<file path="src/rtl/exe_muldiv_seq.sv">
// exe_muldiv_seq: iterative RV32M multiply/divide sequencer beside the EXE ALU.
// One operation runs over 32 CALC cycles on a shift/add-subtract datapath.
// The pipeline is stalled from acceptance through FIX. The result is then
// presented with its destination register for one done cycle.
// Optional feature: define MULDIV_DIV_EN to build the divider. Without it,
// funct3 4-7 complete in two cycles with result 0.
module exe_muldiv_seq (
  input  logic        clk,
  input  logic        rst,
  input  logic        start,
  input  logic [2:0]  funct3,
  input  logic [31:0] rs1_data,
  input  logic [31:0] rs2_data,
  input  logic [4:0]  rd_addr,
  input  logic        flush,
  output logic        stall,
  output logic        busy,
  output logic        done,
  output logic [31:0] result,
  output logic [4:0]  result_rd_addr
);

  typedef enum logic [1:0] {IDLE, CALC, FIX, DONE} state_t;

  state_t      state;
  logic [4:0]  cnt;
  logic [2:0]  op;
  logic [4:0]  rd_q;
  logic [31:0] opnd;      // multiplicand for multiply, divisor for divide
  logic [63:0] prod;      // {accumulator, remaining multiplier bits}
  logic        neg_res;   // product / quotient needs negation

`ifdef MULDIV_DIV_EN
  logic [31:0] quo;       // dividend shifts out as quotient bits shift in
  logic [31:0] rem;
  logic        neg_rem;   // remainder takes the dividend sign
  logic        div_zero;
  logic        div_ovf;
  logic [32:0] rem_shift;
  logic [32:0] rem_diff;
  logic [31:0] quo_sel;
  logic [31:0] rem_sel;
`endif

  logic        a_signed;
  logic        b_signed;
  logic        a_neg;
  logic        b_neg;
  logic [31:0] a_mag;
  logic [31:0] b_mag;
  logic [32:0] mul_sum;
  logic [63:0] prod_sel;
  logic [31:0] fix_out;

  // Operand sign handling for the instruction offered in IDLE
  always_comb begin
    a_signed = (funct3 == 3'd1) || (funct3 == 3'd2) || (funct3 == 3'd4) || (funct3 == 3'd6);
    b_signed = (funct3 == 3'd1) || (funct3 == 3'd4) || (funct3 == 3'd6);
    a_neg    = a_signed && rs1_data[31];
    b_neg    = b_signed && rs2_data[31];
    a_mag    = a_neg ? (~rs1_data + 32'd1) : rs1_data;
    b_mag    = b_neg ? (~rs2_data + 32'd1) : rs2_data;
`ifdef MULDIV_DIV_EN
    div_zero = (rs2_data == '0);
    div_ovf  = b_signed && (rs1_data == 32'h8000_0000) && (rs2_data == '1);
`endif
  end

  // One iteration of shift-add multiply and restoring divide
  always_comb begin
    mul_sum   = {1'b0, prod[63:32]} + (prod[0] ? {1'b0, opnd} : 33'd0);
`ifdef MULDIV_DIV_EN
    rem_shift = {rem, quo[31]};
    rem_diff  = rem_shift - {1'b0, opnd};
`endif
  end

  // Sign fix-up and output selection evaluated in FIX
  always_comb begin
    prod_sel = neg_res ? (~prod + 64'd1) : prod;
`ifdef MULDIV_DIV_EN
    quo_sel  = neg_res ? (~quo + 32'd1) : quo;
    rem_sel  = neg_rem ? (~rem + 32'd1) : rem;
    if (op[2])
      fix_out = op[1] ? rem_sel : quo_sel;
    else
      fix_out = (op == 3'd0) ? prod_sel[31:0] : prod_sel[63:32];
`else
    if (op[2])
      fix_out = '0;
    else
      fix_out = (op == 3'd0) ? prod_sel[31:0] : prod_sel[63:32];
`endif
  end

  // Stall is combinational from start so the accepting cycle is also held
  always_comb begin
    stall = ((state == IDLE) && start && !flush) || (state == CALC) || (state == FIX);
  end

  // Sequencer: operand capture, iteration, fix-up and registered outputs
  always_ff @(posedge clk or posedge rst) begin
    if (rst) begin
      state          <= IDLE;
      cnt            <= '0;
      op             <= '0;
      rd_q           <= '0;
      opnd           <= '0;
      prod           <= '0;
      neg_res        <= 1'b0;
      busy           <= 1'b0;
      done           <= 1'b0;
      result         <= '0;
      result_rd_addr <= '0;
`ifdef MULDIV_DIV_EN
      quo            <= '0;
      rem            <= '0;
      neg_rem        <= 1'b0;
`endif
    end else if (flush) begin
      state <= IDLE;
      cnt   <= '0;
      busy  <= 1'b0;
      done  <= 1'b0;
    end else begin
      case (state)
        IDLE: begin
          done <= 1'b0;
          if (start) begin
            op      <= funct3;
            rd_q    <= rd_addr;
            cnt     <= '0;
            neg_res <= a_neg ^ b_neg;
            busy    <= 1'b1;
`ifdef MULDIV_DIV_EN
            neg_rem <= a_neg;
            if (funct3[2]) begin
              opnd <= b_mag;
              quo  <= a_mag;
              rem  <= '0;
              // Special cases load final values and skip both CALC and sign fix-up
              if (div_zero) begin
                quo     <= '1;
                rem     <= rs1_data;
                neg_res <= 1'b0;
                neg_rem <= 1'b0;
                state   <= FIX;
              end else if (div_ovf) begin
                quo     <= 32'h8000_0000;
                rem     <= '0;
                neg_res <= 1'b0;
                neg_rem <= 1'b0;
                state   <= FIX;
              end else begin
                state   <= CALC;
              end
            end else begin
              opnd  <= a_mag;
              prod  <= {32'd0, b_mag};
              state <= CALC;
            end
`else
            opnd  <= a_mag;
            prod  <= {32'd0, b_mag};
            state <= funct3[2] ? FIX : CALC;
`endif
          end
        end
        CALC: begin
`ifdef MULDIV_DIV_EN
          if (op[2]) begin
            if (!rem_diff[32]) begin
              rem <= rem_diff[31:0];
              quo <= {quo[30:0], 1'b1};
            end else begin
              rem <= rem_shift[31:0];
              quo <= {quo[30:0], 1'b0};
            end
          end else begin
            prod <= {mul_sum, prod[31:1]};
          end
`else
          prod <= {mul_sum, prod[31:1]};
`endif
          cnt <= cnt + 5'd1;
          if (cnt == 5'd31)
            state <= FIX;
        end
        FIX: begin
          result         <= fix_out;
          result_rd_addr <= rd_q;
          done           <= 1'b1;
          state          <= DONE;
        end
        DONE: begin
          done  <= 1'b0;
          busy  <= 1'b0;
          state <= IDLE;
        end
        default: begin
          state <= IDLE;
          busy  <= 1'b0;
          done  <= 1'b0;
        end
      endcase
    end
  end

endmodule

</file>
<file path="config.mk">
export PLATFORM = sky130hd
export DESIGN_NAME = exe_muldiv_seq
export DESIGN_NICKNAME = d
export VERILOG_FILES = /design/src/rtl/exe_muldiv_seq.sv
export SDC_FILE = /design/constraint.sdc
export NUM_CORES = 1
export LEC_CHECK = 0
export ABC_CLOCK_PERIOD_IN_PS = 5520
export BUFFER_PORTS_ARGS = -buffer_cell sky130_fd_sc_hd__buf_2
export CAP_MARGIN = 15
export CORE_AREA = 4 4 159 161
export DETAILED_ROUTE_END_ITERATION = 10
export DIE_AREA = 0 0 163 165
export GPL_TIMING_DRIVEN = 0
export SLEW_MARGIN = 20
export SYNTH_ARGS = -nofsm -noshare
export SYNTH_HDL_FRONTEND = slang
export SYNTH_SLANG_ARGS = --single-unit
export TNS_END_PERCENT = 5
</file>
<file path="constraint.sdc">
create_clock -name clk -period 5.52 [get_ports clk]
set_input_delay 0.276 -clock clk [delete_from_list [all_inputs] [get_ports clk]]
set_output_delay 0.276 -clock clk [all_outputs]
set_load 0.005 [all_outputs]
</file>
==> impl_metrics.csv <==
group,metric,value,unit
global_route,grt_pass1_wl,51700,µm
cts,cts_made_buffers,17,
routing,dr.pass1.iters,5,
cts,clkTransAtPathRegs,0.07,ns
sta,rsz0062_at_grt,"no",
worst_setup_path,critPathRequiredTime,5.83,ns
finish,n_fill_cell,2394,
worst_setup_path,worstPathArrival,4.09,ns
routing,post-route-drc-count,0,
worst_setup_path,crit_chain,"clkbuf_1 > clkbuf_1 > and2_1 > ha_1 > inv_1 > fa_1 > nor2b_1 > o2111ai_1 > a31o_2 > o2111ai_1 > nand2_1 > nor4_1 > or3_1 > nand3_1",
routing,vias,9944,
floorplan,die-width,163,µm
cts,post_cts_resized,0,
routing,drt_iter0_markers,835,
power_and_ir_drop,cellInternalPower,3.50,mW
worst_setup_path,cp_max_fo,10,
power_and_ir_drop,pwr-share-clk,0.174,
sta,whs,0.0213,ns
power_and_ir_drop,pwr_density_cell,537,nW/µm²
cts,clkSinkCount,151,
floorplan,core,24000,µm²
sta,drv_slew,0,
power_and_ir_drop,cellLeakagePower,5.43,nW
outcome,status,"finished, final reports clean",
routing,wl_per_cell,18.5,µm
floorplan,rows,57,
place,dp_hpwl,25300,µm
power_and_ir_drop,finalPower,6.58,mW
global_route,antenna_found_initial,0,
routing,vias_per_cell,5.68,
synthesis,synth-edff-count,0,
sta,finClkSkew,0.0184,ns
cts,cts_max_level,4,
synthesis,ys_seq_area_frac,0.354,
sta,tightestPinTransition,0.934,ns
power_and_ir_drop,sw_frac_of_total,0.468,
worst_setup_path,startpoint_type,"register",
power_and_ir_drop,power_switching,3.08,mW
global_route,grt_util_met2,0.377,
synthesis,syn_inst,1278,
power_and_ir_drop,power_frac_comb,0.506,
worst_setup_path,crit_buf_inv,3,
routing,drt-total-wl,32400,µm
floorplan,die_area,26900,µm²
floorplan,pin_count,116,
global_route,gr-usage-met1,0.352,
synthesis,yosysWarnings,0,
floorplan,die_h,165,µm
synthesis,async_flop_share,1.00,
worst_setup_path,critPathSlowestCell,"nor4_1",
worst_setup_path,path_delay_family,"simple AND/OR/NAND/NOR gates",
sta,fin_crit,3.78,ns
worst_setup_path,path_class,"reg2reg",
sta,setup_viol_count_final,0,
synthesis,syn_nets,1396,
power_and_ir_drop,peakVddDrop,261,µV
cts,insertion_delay,0.44,ns
cts,cts_tree,"yes",
place,gp_congestion,0.906,
global_route,gr-max-usage-layer,"met2",
worst_setup_path,max_stage_delay,0.44,ns
hold_path,hp-class,"in2reg",
routing,detail-route-antenna-nets,0,
global_route,grt_max_degree,82,
global_route,grt_pass1_vias,9528,
sta,fmax,0.265,GHz
finish,syn2layout_area_growth,14.9,%
synthesis,avgSynthCellArea,8.35,µm²
synthesis,ys_types,68,
synthesis,ys_seq_elements,151,
worst_setup_path,endpoint_kind,"register",
global_route,grt-ovfl-total,0,
finish,drive_above_1_share,0.125,
finish,diodes,0,
synthesis,synth_flop_cell,"dfrtp_1",
floorplan,initial_utilization,0.445,
place,numPortBuffers,115,
cts,root_buffer,"clkbuf_16",
sta,post-route-period-util,0.685,
global_route,grtUsageMet3,0.0462,
sta,slew_headroom,0.375,
synthesis,syn_area,10700,µm²
power_and_ir_drop,pwr-share-seq,0.319,
cts,cts_buffer_depth,2,
job,maxCapViolCount,0,
global_route,track_usage,0.243,
sta,final-hold-violation-count,0,
finish,nNetsFinal,1532,
## area by class of cell
cell class,count,area [µm²],share of cell area
Tap cell,324,405,0.0331
Sequential cell,151,3780,0.308
Buffer,68,258,0.0210
Clock inverter,15,140,0.0114
Timing Repair Buffer,117,613,0.0500
Clock buffer,17,425,0.0347
Multi-Input combinational cell,1031,6530,0.532
Inverter,28,113,0.00918
## final timing paths
kind	end	slack (ns)	startpoint	cells after the start
worst max-delay path	prod[61]	1.74	prod[0]	14
worst min-delay path	rd_q[1]	0.02	rd_addr[1]	3
worst max register to register	prod[61]	1.74	prod[0]	14
worst min register to register	result[26]	0.46	result[26]	2
max in group asynchronous	opnd[12]	4.30	rst	4
min in group asynchronous	result[2]	0.43	rst	3
## logic make-up (layout without fill, tap and decap cells)
family / after synthesis / count (layout) / share of synthesized area
AND/OR/NAND/NOR: 446 / 446 / 0.203
AO/OA/AOI/OAI: 390 / 390 / 0.232
flip-flops: 151 / 151 / 0.354
XOR/XNOR: 143 / 143 / 0.117
buffers and inverters: 96 / 245 / 0.0340
adder cells (fa/ha/maj): 42 / 42 / 0.0500
multiplexers: 10 / 10 / 0.00997
## sequential cells by signal (all words and copies together), names as in the netlist
name	count
busy	1
cnt	5
done	1
neg_res	1
op	3
opnd	32
prod	64
rd_q	5
result	32
result_rd_addr	5
state	2
## stage by stage
| step | std cells | area (µm²) | setup slack, ns | util | setup TNS, ns |
|---|---|---|---|---|---|
| after detailed placement | 1718 | 11700 | 1.77 | 0.488 | 0 |
| final | 1751 | 12300 | 1.74 | 0.512 | 0 |
| after global placement | 1717 | 11700 | -0.732 | 0.486 | -108.34 |
| after CTS | 1751 | 12300 | 1.73 | 0.512 | 0 |
| after floorplan | 1278 | 10700 | 1.18 | - | 0 |
| after global routing | 1751 | 12300 | 1.47 | 0.512 | 0 |
## power by group through the flow
stage / clock network [mW] / registers [mW] / logic (mW)
final: 1.15 / 2.10 / 3.33
after global routing: 1.21 / 2.16 / 3.74
after CTS: 1.16 / 2.09 / 3.32
after detailed placement: 0 / 2.11 / 3.31
after global placement: 0 / 2.10 / 3.27
after floorplan: 0 / 1.93 / 2.39
## repair_timing
item                      in CTS  in global routing
hold buffers                   1                  0
setup buffers                  0                  0
hold endpoints to repair      70                  0
## placed cells by master (no fill, tap or decap), types with 9 or more instances in the layout
| cell type | n |
|---|---|
| nand2b_1 | 11 |
| or3_1 | 17 |
| o31ai_1 | 31 |
| and3_1 | 9 |
| clkbuf_16 | 17 |
| xnor2_1 | 61 |
| nor2_1 | 72 |
| or4_1 | 16 |
| buf_2 | 117 |
| a21o_1 | 16 |
| xor2_1 | 82 |
| a21oi_1 | 76 |
| o21ai_1 | 25 |
| a31oi_1 | 9 |
| nor3_1 | 15 |
| nand2_1 | 192 |
| dfrtp_1 | 151 |
| o211ai_1 | 18 |
| a22oi_1 | 13 |
| clkbuf_1 | 63 |
| o221ai_1 | 15 |
| and2_1 | 41 |
| inv_1 | 27 |
| o41ai_1 | 17 |
| ha_1 | 41 |
| o21ai_0 | 120 |
| nand3_1 | 24 |
## worst register-to-register path: cells and delay by family (launching register included)
family | cells | cell delay [ns]
AO/OA/AOI/OAI | 3 | 0.67
AND/OR/NAND/NOR | 6 | 1.23
flip-flops | 1 | 0.32
buffers and inverters | 3 | 0.84
adder cells (fa/ha/maj) | 2 | 0.57
## per-layer routing
layer / share of wire / vias up
met4: 0.021 / 0
met5: 0 / -
li1: - / 4851
met2: 0.44 / 288
met1: 0.48 / 4766
met3: 0.063 / 39
## synth_stat cells, types with 18 or more instances
cell | n | share of area
o31ai_1 | 31 | 0.022
ha_1 | 41 | 0.048
clkbuf_1 | 63 | 0.022
xor2_1 | 82 | 0.067
nor2_1 | 72 | 0.025
inv_1 | 28 | 0.0098
a21oi_1 | 76 | 0.036
dfrtp_1 | 151 | 0.35
o21ai_0 | 120 | 0.056
o21ai_1 | 25 | 0.012
nand3_1 | 24 | 0.011
o211ai_1 | 18 | 0.013
and2_1 | 41 | 0.024
xnor2_1 | 61 | 0.050
nand2_1 | 192 | 0.068
No activity file was read; power rests on OpenSTA's default activity.
